**config.mk**
```make
export PLATFORM = sky130hd
export DESIGN_NAME = vga3_interface_flat
export DESIGN_NICKNAME = d
export VERILOG_FILES = /design/src/rtl/vga3_interface_pkg.sv /design/src/rtl/vga3_interface_if.sv /design/src/rtl/vga3_axis_counter.sv /design/src/rtl/vga3_interface.sv /design/src/flat_wrapper.sv
export SDC_FILE = /design/constraint.sdc
export NUM_CORES = 1
export LEC_CHECK = 0
export ABC_AREA = 1
export CORE_MARGIN = 3
export CORE_UTILIZATION = 25
export DETAILED_ROUTE_END_ITERATION = 8
export SLEW_MARGIN = 0
export SYNTH_ARGS = -nofsm -noshare
export SYNTH_HDL_FRONTEND = slang
export SYNTH_SLANG_ARGS = --single-unit
```
**constraint.sdc**
```tcl
create_clock -name clock -period 1.65 [get_ports clock]
set_input_delay 0.2475 -clock clock [delete_from_list [all_inputs] [get_ports clock]]
set_output_delay 0.2475 -clock clock [all_outputs]
set_load 0.005 [all_outputs]
```
**src/rtl/vga3_interface_pkg.sv**
```systemverilog
// Shared region encodings, pipeline flag positions and axis helpers for the
// vga3_interface timing and pixel pipeline.
package vga3_interface_pkg;

    typedef enum logic [1:0] {
        RegionVisible = 2'd0,
        RegionFront   = 2'd1,
        RegionSync    = 2'd2,
        RegionBack    = 2'd3
    } region_e;

    // Bit positions inside the alignment pipeline flag vector
    localparam int unsigned FlagVisible = 0;
    localparam int unsigned FlagHsync   = 1;
    localparam int unsigned FlagVsync   = 2;
    localparam int unsigned FlagBorder  = 3;

    function automatic int unsigned axis_total(input int unsigned vis, input int unsigned fp,
                                               input int unsigned sp, input int unsigned bp);
        return vis + fp + sp + bp;
    endfunction

    function automatic region_e axis_region(input int unsigned pos, input int unsigned vis,
                                            input int unsigned fp, input int unsigned sp);
        if (pos < vis) return RegionVisible;
        if (pos < vis + fp) return RegionFront;
        if (pos < vis + fp + sp) return RegionSync;
        return RegionBack;
    endfunction

endpackage

```
**src/rtl/vga3_interface_if.sv**
```systemverilog
// Framebuffer-side and VGA-pin-side signals of vga3_interface. The master
// modport is the timing/pixel stage, the slave modport is its environment.
interface vga3_interface_if #(
    parameter int unsigned HAddrSize  = 11,
    parameter int unsigned VAddrSize  = 11,
    parameter int unsigned ColorWidth = 4
);
    logic [ColorWidth-1:0] color_r;
    logic [ColorWidth-1:0] color_g;
    logic [ColorWidth-1:0] color_b;
    logic [HAddrSize-1:0]  fb_addr_h;
    logic [VAddrSize-1:0]  fb_addr_v;
    logic                  fb_read;
    logic                  frame_start;
    logic                  vga_hsync;
    logic                  vga_vsync;
    logic [ColorWidth-1:0] vga_r;
    logic [ColorWidth-1:0] vga_g;
    logic [ColorWidth-1:0] vga_b;

    modport master (
        input  color_r, color_g, color_b,
        output fb_addr_h, fb_addr_v, fb_read, frame_start,
        output vga_hsync, vga_vsync, vga_r, vga_g, vga_b
    );

    modport slave (
        output color_r, color_g, color_b,
        input  fb_addr_h, fb_addr_v, fb_read, frame_start,
        input  vga_hsync, vga_vsync, vga_r, vga_g, vga_b
    );
endinterface

```
**src/rtl/vga3_axis_counter.sv**
```systemverilog
// One timing axis: position counter with wrap, plus visible/sync region flags.
module vga3_axis_counter
    import vga3_interface_pkg::*;
#(
    parameter int unsigned Width      = 11,
    parameter int unsigned Visible    = 640,
    parameter int unsigned FrontPorch = 16,
    parameter int unsigned SyncPulse  = 96,
    parameter int unsigned BackPorch  = 48
) (
    input  logic             clock,
    input  logic             reset,
    input  logic             enable,
    output logic [Width-1:0] count,
    output logic             wrap,
    output logic             visible,
    output logic             sync_active
);
    localparam int unsigned Total = axis_total(Visible, FrontPorch, SyncPulse, BackPorch);
    localparam logic [Width-1:0] Last = Width'(Total - 1);

    if (64'(Total - 1) >= (64'd1 << Width)) begin : g_width_check
        $error("vga3_axis_counter: Width cannot hold Total-1");
    end

    logic [Width-1:0] count_q, count_d;
    region_e          region;

    always_comb begin
        wrap    = enable && (count_q == Last);
        count_d = count_q;
        if (enable) begin
            count_d = wrap ? '0 : count_q + Width'(1);
        end
    end

    always_ff @(posedge clock) begin
        if (reset) begin
            count_q <= '0;
        end else begin
            count_q <= count_d;
        end
    end

    always_comb begin
        region      = axis_region(32'(count_q), Visible, FrontPorch, SyncPulse);
        visible     = (region == RegionVisible);
        sync_active = (region == RegionSync);
    end

    assign count = count_q;

endmodule

```
**src/rtl/vga3_interface.sv**
```systemverilog
// VGA timing generator and pixel output stage with framebuffer-latency alignment.
// Define VGA3_INTERFACE_BORDER_EN to overlay BorderColor on the visible frame edge.
module vga3_interface
    import vga3_interface_pkg::*;
#(
    parameter int unsigned HAddrSize     = 11,
    parameter int unsigned HVisibleArea  = 640,
    parameter int unsigned HFrontPorch   = 16,
    parameter int unsigned HSyncPulse    = 96,
    parameter int unsigned HBackPorch    = 48,
    parameter int unsigned VAddrSize     = 11,
    parameter int unsigned VVisibleArea  = 480,
    parameter int unsigned VFrontPorch   = 10,
    parameter int unsigned VSyncPulse    = 2,
    parameter int unsigned VBackPorch    = 33,
    parameter int unsigned ColorWidth    = 4,
    parameter int unsigned ClockDivide   = 1,
    parameter int unsigned FbLatency     = 1,
    parameter bit          HSyncPolarity = 1'b0,
    parameter bit          VSyncPolarity = 1'b0
`ifdef VGA3_INTERFACE_BORDER_EN
    ,
    parameter logic [3*ColorWidth-1:0] BorderColor = '1
`endif
) (
    input logic              clock,
    input logic              reset,
    vga3_interface_if.master vga
);
`ifdef VGA3_INTERFACE_BORDER_EN
    localparam int unsigned FlagWidth = 4;
`else
    localparam int unsigned FlagWidth = 3;
`endif
    localparam int unsigned DivWidth = (ClockDivide > 1) ? $clog2(ClockDivide) : 1;
    localparam logic [DivWidth-1:0] DivLast = DivWidth'(ClockDivide - 1);

    if (ClockDivide < 1) begin : g_divide_check
        $error("vga3_interface: ClockDivide must be at least 1");
    end

    // Pixel prescaler
    logic [DivWidth-1:0] div_q, div_d;
    logic                tick;

    always_comb begin
        tick  = (div_q == DivLast);
        div_d = tick ? '0 : div_q + DivWidth'(1);
    end

    always_ff @(posedge clock) begin
        if (reset) begin
            div_q <= '0;
        end else begin
            div_q <= div_d;
        end
    end

    logic [HAddrSize-1:0] h_count;
    logic [VAddrSize-1:0] v_count;
    logic h_wrap, h_visible, h_sync_active;
    logic unused_v_wrap, v_visible, v_sync_active;

    vga3_axis_counter #(
        .Width      (HAddrSize),
        .Visible    (HVisibleArea),
        .FrontPorch (HFrontPorch),
        .SyncPulse  (HSyncPulse),
        .BackPorch  (HBackPorch)
    ) u_h_counter (
        .clock       (clock),
        .reset       (reset),
        .enable      (tick),
        .count       (h_count),
        .wrap        (h_wrap),
        .visible     (h_visible),
        .sync_active (h_sync_active)
    );

    vga3_axis_counter #(
        .Width      (VAddrSize),
        .Visible    (VVisibleArea),
        .FrontPorch (VFrontPorch),
        .SyncPulse  (VSyncPulse),
        .BackPorch  (VBackPorch)
    ) u_v_counter (
        .clock       (clock),
        .reset       (reset),
        .enable      (h_wrap),
        .count       (v_count),
        .wrap        (unused_v_wrap),
        .visible     (v_visible),
        .sync_active (v_sync_active)
    );

    // Counters already read zero while reset is held; keep the strobes quiet then
    assign vga.fb_addr_h   = h_count;
    assign vga.fb_addr_v   = v_count;
    assign vga.fb_read     = ~reset & tick & h_visible & v_visible;
    assign vga.frame_start = ~reset & tick & (h_count == '0) & (v_count == '0);

    logic [FlagWidth-1:0] flags_now, flags_dly;

    always_comb begin
        flags_now              = '0;
        flags_now[FlagVisible] = h_visible & v_visible;
        flags_now[FlagHsync]   = h_sync_active;
        flags_now[FlagVsync]   = v_sync_active;
`ifdef VGA3_INTERFACE_BORDER_EN
        flags_now[FlagBorder]  = (h_count == '0) | (h_count == HAddrSize'(HVisibleArea - 1)) |
                                 (v_count == '0) | (v_count == VAddrSize'(VVisibleArea - 1));
`endif
    end

    // Delay the flags so they meet the pixel data the framebuffer returns
    if (FbLatency == 0) begin : g_no_delay
        assign flags_dly = flags_now;
    end else begin : g_delay
        logic [FlagWidth-1:0] pipe_q [FbLatency];

        always_ff @(posedge clock) begin
            if (reset) begin
                for (int i = 0; i < FbLatency; i++) pipe_q[i] <= '0;
            end else begin
                pipe_q[0] <= flags_now;
                for (int i = 1; i < FbLatency; i++) pipe_q[i] <= pipe_q[i-1];
            end
        end

        assign flags_dly = pipe_q[FbLatency-1];
    end

    logic [3*ColorWidth-1:0] rgb_d, rgb_q;
    logic                    hsync_q, vsync_q;

    always_comb begin
        rgb_d = '0;
        if (flags_dly[FlagVisible]) begin
            rgb_d = {vga.color_r, vga.color_g, vga.color_b};
`ifdef VGA3_INTERFACE_BORDER_EN
            if (flags_dly[FlagBorder]) rgb_d = BorderColor;
`endif
        end
    end

    always_ff @(posedge clock) begin
        if (reset) begin
            rgb_q   <= '0;
            hsync_q <= ~HSyncPolarity;
            vsync_q <= ~VSyncPolarity;
        end else begin
            rgb_q   <= rgb_d;
            hsync_q <= flags_dly[FlagHsync] ? HSyncPolarity : ~HSyncPolarity;
            vsync_q <= flags_dly[FlagVsync] ? VSyncPolarity : ~VSyncPolarity;
        end
    end

    assign vga.vga_r     = rgb_q[3*ColorWidth-1 -: ColorWidth];
    assign vga.vga_g     = rgb_q[2*ColorWidth-1 -: ColorWidth];
    assign vga.vga_b     = rgb_q[ColorWidth-1:0];
    assign vga.vga_hsync = hsync_q;
    assign vga.vga_vsync = vsync_q;

endmodule
```
**src/flat_wrapper.sv**
```systemverilog
// flat-port wrapper written by rule: the top's interface ports become plain ports
module vga3_interface_flat import vga3_interface_pkg::*;
#(
    parameter int unsigned HAddrSize     = 11,
    parameter int unsigned HVisibleArea  = 640,
    parameter int unsigned HFrontPorch   = 16,
    parameter int unsigned HSyncPulse    = 96,
    parameter int unsigned HBackPorch    = 48,
    parameter int unsigned VAddrSize     = 11,
    parameter int unsigned VVisibleArea  = 480,
    parameter int unsigned VFrontPorch   = 10,
    parameter int unsigned VSyncPulse    = 2,
    parameter int unsigned VBackPorch    = 33,
    parameter int unsigned ColorWidth    = 4,
    parameter int unsigned ClockDivide   = 1,
    parameter int unsigned FbLatency     = 1,
    parameter bit          HSyncPolarity = 1'b0,
    parameter bit          VSyncPolarity = 1'b0

)
  (clock, reset, vga_color_r, vga_color_g, vga_color_b, vga_fb_addr_h, vga_fb_addr_v, vga_fb_read, vga_frame_start, vga_vga_hsync, vga_vga_vsync, vga_vga_r, vga_vga_g, vga_vga_b);
  vga3_interface_if #(.HAddrSize(HAddrSize), .VAddrSize(VAddrSize), .ColorWidth(ColorWidth)) vga_i ();
  input logic clock;
  input logic reset;
  input wire logic [$bits(vga_i.color_r)-1:0] vga_color_r;
  input wire logic [$bits(vga_i.color_g)-1:0] vga_color_g;
  input wire logic [$bits(vga_i.color_b)-1:0] vga_color_b;
  output wire logic [$bits(vga_i.fb_addr_h)-1:0] vga_fb_addr_h;
  output wire logic [$bits(vga_i.fb_addr_v)-1:0] vga_fb_addr_v;
  output wire logic [$bits(vga_i.fb_read)-1:0] vga_fb_read;
  output wire logic [$bits(vga_i.frame_start)-1:0] vga_frame_start;
  output wire logic [$bits(vga_i.vga_hsync)-1:0] vga_vga_hsync;
  output wire logic [$bits(vga_i.vga_vsync)-1:0] vga_vga_vsync;
  output wire logic [$bits(vga_i.vga_r)-1:0] vga_vga_r;
  output wire logic [$bits(vga_i.vga_g)-1:0] vga_vga_g;
  output wire logic [$bits(vga_i.vga_b)-1:0] vga_vga_b;
  assign vga_i.color_r = vga_color_r;
  assign vga_i.color_g = vga_color_g;
  assign vga_i.color_b = vga_color_b;
  assign vga_fb_addr_h = vga_i.fb_addr_h;
  assign vga_fb_addr_v = vga_i.fb_addr_v;
  assign vga_fb_read = vga_i.fb_read;
  assign vga_frame_start = vga_i.frame_start;
  assign vga_vga_hsync = vga_i.vga_hsync;
  assign vga_vga_vsync = vga_i.vga_vsync;
  assign vga_vga_r = vga_i.vga_r;
  assign vga_vga_g = vga_i.vga_g;
  assign vga_vga_b = vga_i.vga_b;
  vga3_interface #(.HAddrSize(HAddrSize), .HVisibleArea(HVisibleArea), .HFrontPorch(HFrontPorch), .HSyncPulse(HSyncPulse), .HBackPorch(HBackPorch), .VAddrSize(VAddrSize), .VVisibleArea(VVisibleArea), .VFrontPorch(VFrontPorch), .VSyncPulse(VSyncPulse), .VBackPorch(VBackPorch), .ColorWidth(ColorWidth), .ClockDivide(ClockDivide), .FbLatency(FbLatency), .HSyncPolarity(HSyncPolarity), .VSyncPolarity(VSyncPolarity)) u_core (.clock(clock), .reset(reset), .vga(vga_i));
endmodule
```
==> summary.txt, run 1 <==
Run status
  • Run status: finished, violations left
  • Failing checks: setup timing

GRT
  • Via count of the first global-routing pass: roughly 1900
  • Layer with the highest usage: met2
  • Pin count of the biggest net entering global routing: 14
  • Overall track demand over capacity in global routing: 0.120
  • GR Layer Usage met3: 0.0312
  • First-pass GRT wire length: 8.36 mm
  • Initial antenna violation count: 0
  • Grt total ovfl: 0
  • Met1 demand-to-capacity share in global routing: 0.157
  • Met2 Usage GRT: 0.189

CTS
  • Clock slew at the register clock pins of the worst setup and hold paths: 0.08 ns
  • Clock buffer count from CTS: 5
  • Worst-case clock buffer depth: 2
  • Clock root buffer master: sky130_fd_sc_hd__clkbuf_8
  • Number of levels in the clock H-tree: 2
  • CTS tree: done
  • Worst skew pair latency: approximately 0.30 ns
  • Cts-stage hold buffer count: 0
  • Number of sinks handled by clock tree synthesis: 40

STA
  • Final count of negative-setup-slack endpoints: 1
  • RSZ-0062 raised after global routing: true
  • Fin worst setup slack: -0.0267 ns
  • Largest clock skew in the final design: slightly below 0.006 ns
  • Final cycle utilization of the critical path: 1.02
  • Hold violation count in the final report: 0
  • Max Fclk: 596 MHz
  • Minimum clock period: 1.68 ns
  • Final Max Slew Viols: 0
  • Final total negative setup slack: -0.0267 ns

Floorplanning
  • Top-Level Pins: 52
  • Core Region: 0.00698 mm^2
  • Die Height: 91.9 um
  • Width of the chip: 91.9 um
  • Num rows: 30
  • Area enclosed by the die boundary: 0.00844 mm^2
  • Starting Density: 0.264

Worst hold path
  • Hold path cells: 1
  • Type of the worst min-delay path: reg2reg

Finish
  • Antenna fix cells: 0
  • Area growth syn-to-layout: 65.0%
  • Leading cell types in the layout, fill and taps excluded: 49 x sky130_fd_sc_hd__clkdlybuf4s50_1, 48 x sky130_fd_sc_hd__nand2_1, 42 x sky130_fd_sc_hd__buf_4, 41 x sky130_fd_sc_hd__inv_1, 38 x sky130_fd_sc_hd__nor2_1
  • Final layout net count: between 300 and 400
  • Finished layout cell area: 0.00304 mm^2
  • Post-Route Utilization: 0.436
  • Filler cell count in the final layout: 736
  • Commonest non-fill, non-tap cell in the layout: sky130_fd_sc_hd__clkdlybuf4s50_1
  • Fraction of layout cells with a size suffix above 1: 0.279

Route
  • First-pass iteration count of the detailed router: 4
  • Post-Route WL: 5.16 mm
  • Vias after detailed routing: between 1500 and 2000
  • Detailed-route DRC error count: 0
  • Drt via density: 4.25
  • Remaining antenna violation count: 0
  • WL/cell: 11.2 um
  • Drt first-iter violations: 106

Setup path
  • Worst path cell trace: inv_1 > ha_4 > nand3_2 > nor4_4 > buf_2
  • Logic depth of the worst register-to-register path: 8
  • Endpoint type of the worst setup path: primary output
  • Cell family contributing the most delay on the critical path: simple AND/OR/NAND/NOR gates
  • Worst Path Required: 1.40 ns
  • Number of buffer and inverter stages on the critical path: 2
  • Data arrival time of the worst path: 1.43 ns
  • Critical Path Stages: 5
  • Slowest cell on the critical path: sky130_fd_sc_hd__dfxtp_1
  • CP Launch Type: flip-flop
  • Maximum single-stage delay on the critical path: approximately 0.32 ns
  • Path type of the worst setup path: reg2out
  • Setup slack, reg-to-reg: around 0.14 ns
  • Maximum fanout along the worst path: 2

Logic synthesis
  • Flip-flop and latch count after synthesis: 40
  • Cell area after technology mapping: 0.00184 mm^2
  • Synth top area share: 0.434
  • Post-synthesis instance total: 263
  • Unique masters post-synth: 25
  • Dominant combinational cell family by area after synthesis: simple AND/OR/NAND/NOR gates
  • Simple-gate area share of the yosys netlist: 0.360
  • Cell types with the largest area share after synthesis: sky130_fd_sc_hd__dfxtp_1 43%, sky130_fd_sc_hd__nand2_1 11%, sky130_fd_sc_hd__inv_1 9.6%, sky130_fd_sc_hd__nor2_1 8.8%, sky130_fd_sc_hd__nand3_1 4.3%
  • Multiplexer area fraction after synthesis: 0
  • Fraction of synthesized cell area in xor and xnor cells: 0.00950
  • Post-synthesis sequential area ratio: 0.434
  • Number of warnings printed during yosys synthesis: 0
  • Adder-cell share of the synthesized area: 0.0272
  • Net count after synthesis: 281
  • Compound-Gate Fraction of Synth Area: 0.0584
  • Avg Inst Size Synth: 7.01 um^2
  • Cell type contributing the most total cell area after synthesis: sky130_fd_sc_hd__dfxtp_1

Place
  • Final GP Congestion: just over 0.8
  • PortBufs: 51
  • Worst-case setup slack after placement: -0.504 ns
  • DPL Wire Length: between 3 and 4 mm
  • Placed cell area: 0.00282 mm^2

Pwr
  • Ratio of total power to cell area: 600 mW/mm^2
  • Overall power: 1820 uW
  • Worst-case vdd ir drop: 0.437 mV
  • Lkg Pwr: 0.00141 uW

Job
  • Max Cap Violations: 0
## power by group
| group | switching (uW) | internal (uW) | leakage [uW] | total [uW] |
|---|---|---|---|---|
| logic | 75.0 | 102 | 0.00103 | 177 |
| registers | 6.25 | 984 | 0.000329 | 990 |
| clock network | 362 | 295 | 0.0000479 | 657 |
| total | 443 | 1380 | 0.00141 | 1820 |
## layer usage
layer  part of all wire  wire length [um]
met4              0.015                75
met3              0.054               280
met5                  0                 0
met1               0.47              2440
met2               0.46              2360
## layout make-up
class / instances / area [um^2] / share of cell area
Sequential cell: 40 / 811 / 0.267
Multi-Input combinational cell: 171 / 963 / 0.317
Inverter: 50 / 193 / 0.0633
Clock inverter: 3 / 18.8 / 0.00617
Clock buffer: 5 / 68.8 / 0.0226
Tap cell: 96 / 120 / 0.0395
Timing Repair Buffer: 96 / 867 / 0.285
## cell usage after synthesis, drive strengths merged
library cell and instances:
ha 4, conb 1, a21oi 8, inv 49, nand4 5, a41oi 1, o32ai 1, nor2 48
nor4 3, nand2 56, o21ai 10, nand3 18, clkinv 1, xor2 2, nand3b 1, clkbuf 2
nor3 13, dfxtp 40
## worst paths after layout
check,startpoint,to
worst min-delay path,u_core.g_delay.pipe_q[0][2],u_core.vga.vga_vsync
worst min register to register,u_core.g_delay.pipe_q[0][2],u_core.vga.vga_vsync
worst max-delay path,u_core.u_v_counter.count[1],vga_frame_start
worst max register to register,u_core.u_h_counter.count[0],u_core.u_h_counter.count[5]
## state kept, by name, summed over array words and instances (netlist names)
signal / flops
u_core.g_delay.pipe_q: 3
u_core.u_h_counter.count: 11
u_core.rgb_q: 12
u_core.vga.vga_vsync: 1
u_core.vga.vga_hsync: 1
u_core.div_q: 1
u_core.u_v_counter.count: 11
## metrics by stage
step	hold WS, ns	std cells
after floorplan	0.352	263
after global placement	0.356	452
after detailed placement	0.355	452
after CTS	0.373	461
after global routing	0.389	461
final	0.373	461
## kinds of logic (layout without fill, tap and decap cells)
kind of cell,Yosys count,in the layout
buffers and inverters,52,154
AOI/OAI and AO/OA,20,20
xor gates and xnor gates,2,2
other,1,1
adders and majority gates,4,4
DFF,40,40
and+or+nand+nor,144,144
## what timing repair did
item / CTS / global route
gates resized for setup: 19 / 31
cloned: 0 / 0
endpoints found under the setup margin: 2 / 2
buffers inserted: 1 / 0
pin swaps: 4 / 7
(Power assumes the default switching activity.)
==> inputs of run 2 (changes only) <==
CTS_CLUSTER_SIZE = 16   (was not set)
==> results of run 2 <==
No change in the layout: final DEF, timing and power equal those of run 1.
==> inputs of run 3 (changes only) <==
SETUP_SLACK_MARGIN = 0.2   (was not set)
TNS_END_PERCENT = 5   (was not set)
==> run 3 against run 2 <==
The flow still finishes with violations (setup timing); power rose by 1.6%; design area rose by 5.8%; wire length increased by 6.5%; count of clock-buffer cells in the layout stayed put; clock skew is 0.0019 ns lower; register-to-register slack better by 0.06 ns; final cell count did not move; die area unchanged; core utilization grew 2.5 points; hold slack about the same; largest power group unchanged; highest routed layer unchanged.
==> summary.txt, run 3 (synthesis gave the netlist of run 1 again) <==
Run status
  • Run status: finished, violations left
  • Failing checks: setup timing

GRT
  • Overall track demand over capacity in global routing: 0.124 (+0.00412)
  • Pin count of the biggest net entering global routing: 14 (unchanged)
  • Via count of the first global-routing pass: 1900 (+0.64%)
  • First-pass GRT wire length: 8.60 mm (+2.9%)
  • Initial antenna violation count: 0 (unchanged)
  • Grt total ovfl: 0 (unchanged)

Floorplanning
  • Core Region: 0.00698 mm^2 (unchanged)
  • Starting Density: 0.264 (unchanged)
  • Die Height: 91.9 um (unchanged)
  • Num rows: 30 (unchanged)
  • Width of the chip: 91.9 um (unchanged)
  • Top-Level Pins: 52 (unchanged)
  • Area enclosed by the die boundary: 0.00844 mm^2 (unchanged)

STA
  • Largest clock skew in the final design: 0.00398 ns (-0.00195 ns)
  • Minimum clock period: 1.71 ns (+0.0372 ns)
  • Final count of negative-setup-slack endpoints: 1 (unchanged)
  • Final total negative setup slack: -0.0639 ns (-0.0372 ns)
  • RSZ-0062 raised after global routing: true
  • Hold violation count in the final report: 0 (unchanged)
  • Fin worst setup slack: -0.0639 ns (-0.0372 ns)
  • Final Max Slew Viols: 0 (unchanged)
  • Final cycle utilization of the critical path: 1.04 (+0.0225)
  • Max Fclk: 583 MHz (-2.2%)

Setup path
  • Worst Path Required: 1.40 ns (about the same)
  • Number of buffer and inverter stages on the critical path: 2 (unchanged)
  • Slowest cell on the critical path: sky130_fd_sc_hd__nor4_4
  • Endpoint type of the worst setup path: primary output
  • CP Launch Type: flip-flop
  • Worst path cell trace: inv_1 > ha_4 > nand3_4 > nor4_4 > buf_2
  • Path type of the worst setup path: reg2out
  • Data arrival time of the worst path: 1.47 ns (+0.04 ns)
  • Maximum single-stage delay on the critical path: 0.34 ns (+0.02 ns)
  • Maximum fanout along the worst path: 2 (unchanged)
  • Cell family contributing the most delay on the critical path: simple AND/OR/NAND/NOR gates

CTS
  • Clock buffer count from CTS: 5 (unchanged)
  • Clock root buffer master: sky130_fd_sc_hd__clkbuf_8
  • Number of sinks handled by clock tree synthesis: 40 (unchanged)
  • Number of levels in the clock H-tree: 2 (unchanged)
  • CTS tree: done
  • Cts-stage hold buffer count: 0 (unchanged)
  • Clock slew at the register clock pins of the worst setup and hold paths: 0.08 ns (about the same)
  • Worst-case clock buffer depth: 2 (unchanged)
  • Worst skew pair latency: 0.29 ns (about the same)

Finish
  • Largest register by flop count: u_core.rgb_q
  • Area growth syn-to-layout: 74.6%
  • Final layout net count: 382 (unchanged)
  • Antenna fix cells: 0 (unchanged)
  • Fraction of layout cells with a size suffix above 1: 0.378 (+0.0986)
  • Leading cell types in the layout, fill and taps excluded: 42 x sky130_fd_sc_hd__buf_4, 41 x sky130_fd_sc_hd__nand2_1, 38 x sky130_fd_sc_hd__inv_1, 34 x sky130_fd_sc_hd__nor2_1
  • Commonest non-fill, non-tap cell in the layout: sky130_fd_sc_hd__buf_4
  • Number of flip-flops in the largest register: 12 (unchanged)

Route
  • First-pass iteration count of the detailed router: 4 (unchanged)
  • Detailed-route DRC error count: 0 (unchanged)
  • Vias after detailed routing: 1994 (+1.9%)
  • WL/cell: 11.9 um (+6.5%)
  • Drt via density: 4.33 (+1.9%)
  • Post-Route WL: 5.49 mm (+6.5%)
  • Remaining antenna violation count: 0 (unchanged)
  • Drt first-iter violations: 102 (-3.8%)

Job
  • Max Cap Violations: 0 (unchanged)

Place
  • Worst-case setup slack after placement: -0.504 ns (unchanged)
  • DPL Wire Length: 3.87 mm (unchanged)
  • PortBufs: 51 (unchanged)
  • Final GP Congestion: 0.818 (unchanged)

Pwr
  • Lkg Pwr: 0.00152 uW (+8.1%)
  • Ratio of total power to cell area: 576 mW/mm^2 (-3.9%)
  • Worst-case vdd ir drop: 0.413 mV (-5.5%)

Worst hold path
  • Type of the worst min-delay path: reg2reg
-- run 3: changes by cell type in the layout (fill, tap and decap cells not counted), moves of 6 or more --
cell / change
sky130_fd_sc_hd__dlygate4sd2_1: +20
sky130_fd_sc_hd__clkdlybuf4s50_1: -23
sky130_fd_sc_hd__dfxtp_2: +6
sky130_fd_sc_hd__nand2_1: -7
sky130_fd_sc_hd__dfxtp_1: -6
sky130_fd_sc_hd__nor3_1: -6
-- run 3: routing by layer --
layer / up-vias / track usage / part of all wire
li1: 1025 / - / -
met1: 911 / 0.160 / 0.45
met2: 51 / 0.202 / 0.49
met3: 7 / 0.0304 / 0.044
met4: 0 / 0.0421 / 0.013
met5: - / 0 / 0
-- run 3: final cells by class --
| class | instances | area [um^2] |
|---|---|---|
| inverter | 50 | 196 |
| clock buffer | 5 | 68.8 |
| fill | 714 | 3760 |
| clock inverter | 3 | 18.8 |
| multi-input combinational | 171 | 1150 |
| timing repair buffer | 96 | 847 |
| sequential | 40 | 818 |
| tap | 96 | 120 |
-- run 3: repair_timing --
item / 4_1_cts / 5_1_grt
gates resized for setup: 58 / 67
buffers inserted: 1 / 0
endpoints found under the setup margin: 36 / 18
pin swaps: 7 / 30
gates cloned: 0 / 0
-- run 3: worst paths after layout --
check             slack [ns]                     endpoint                        start  cells after the start
hold / removal          0.37         u_core.vga.vga_vsync  u_core.g_delay.pipe_q[0][2]                      1
setup / recovery       -0.06              vga_frame_start  u_core.u_v_counter.count[1]                      5
setup reg to reg        0.20  u_core.u_h_counter.count[1]  u_core.u_h_counter.count[6]                      8
hold reg to reg         0.37         u_core.vga.vga_vsync  u_core.g_delay.pipe_q[0][2]                      1
-- run 3: worst register-to-register path, cell delays in order, from the launching register on --
cell and delay [ns]:
sky130_fd_sc_hd__dfxtp_2 0.33, sky130_fd_sc_hd__buf_4 0.14, sky130_fd_sc_hd__nor2_2 0.14, sky130_fd_sc_hd__nand2_2 0.08, sky130_fd_sc_hd__nor2_4 0.16, sky130_fd_sc_hd__nand2_4 0.14, sky130_fd_sc_hd__nand2_8 0.13, sky130_fd_sc_hd__buf_12 0.15
sky130_fd_sc_hd__o32ai_4 0.08
-- run 3: stage by stage --
stage / cells / utilization / power (uW) / instance area, um^2 / hold slack, ns
final: 461 / 0.461 / 1850 / 3220 / 0.373
after global routing: 461 / 0.461 / 1960 / 3220 / 0.389
after CTS: 461 / 0.423 / 1840 / 2950 / 0.373
after detailed placement: 452 / 0.404 / 1180 / 2820 / 0.355
after global placement: 452 / 0.404 / 1170 / 2820 / 0.356
after floorplan: 263 / - / 1070 / 1840 / 0.352
-- run 3: report_power, final --
group	leakage, uW	internal, uW	switching [uW]
clock	0.0000479	295	360
sequential	0.000332	983	6.97
combinational	0.00114	113	95.4
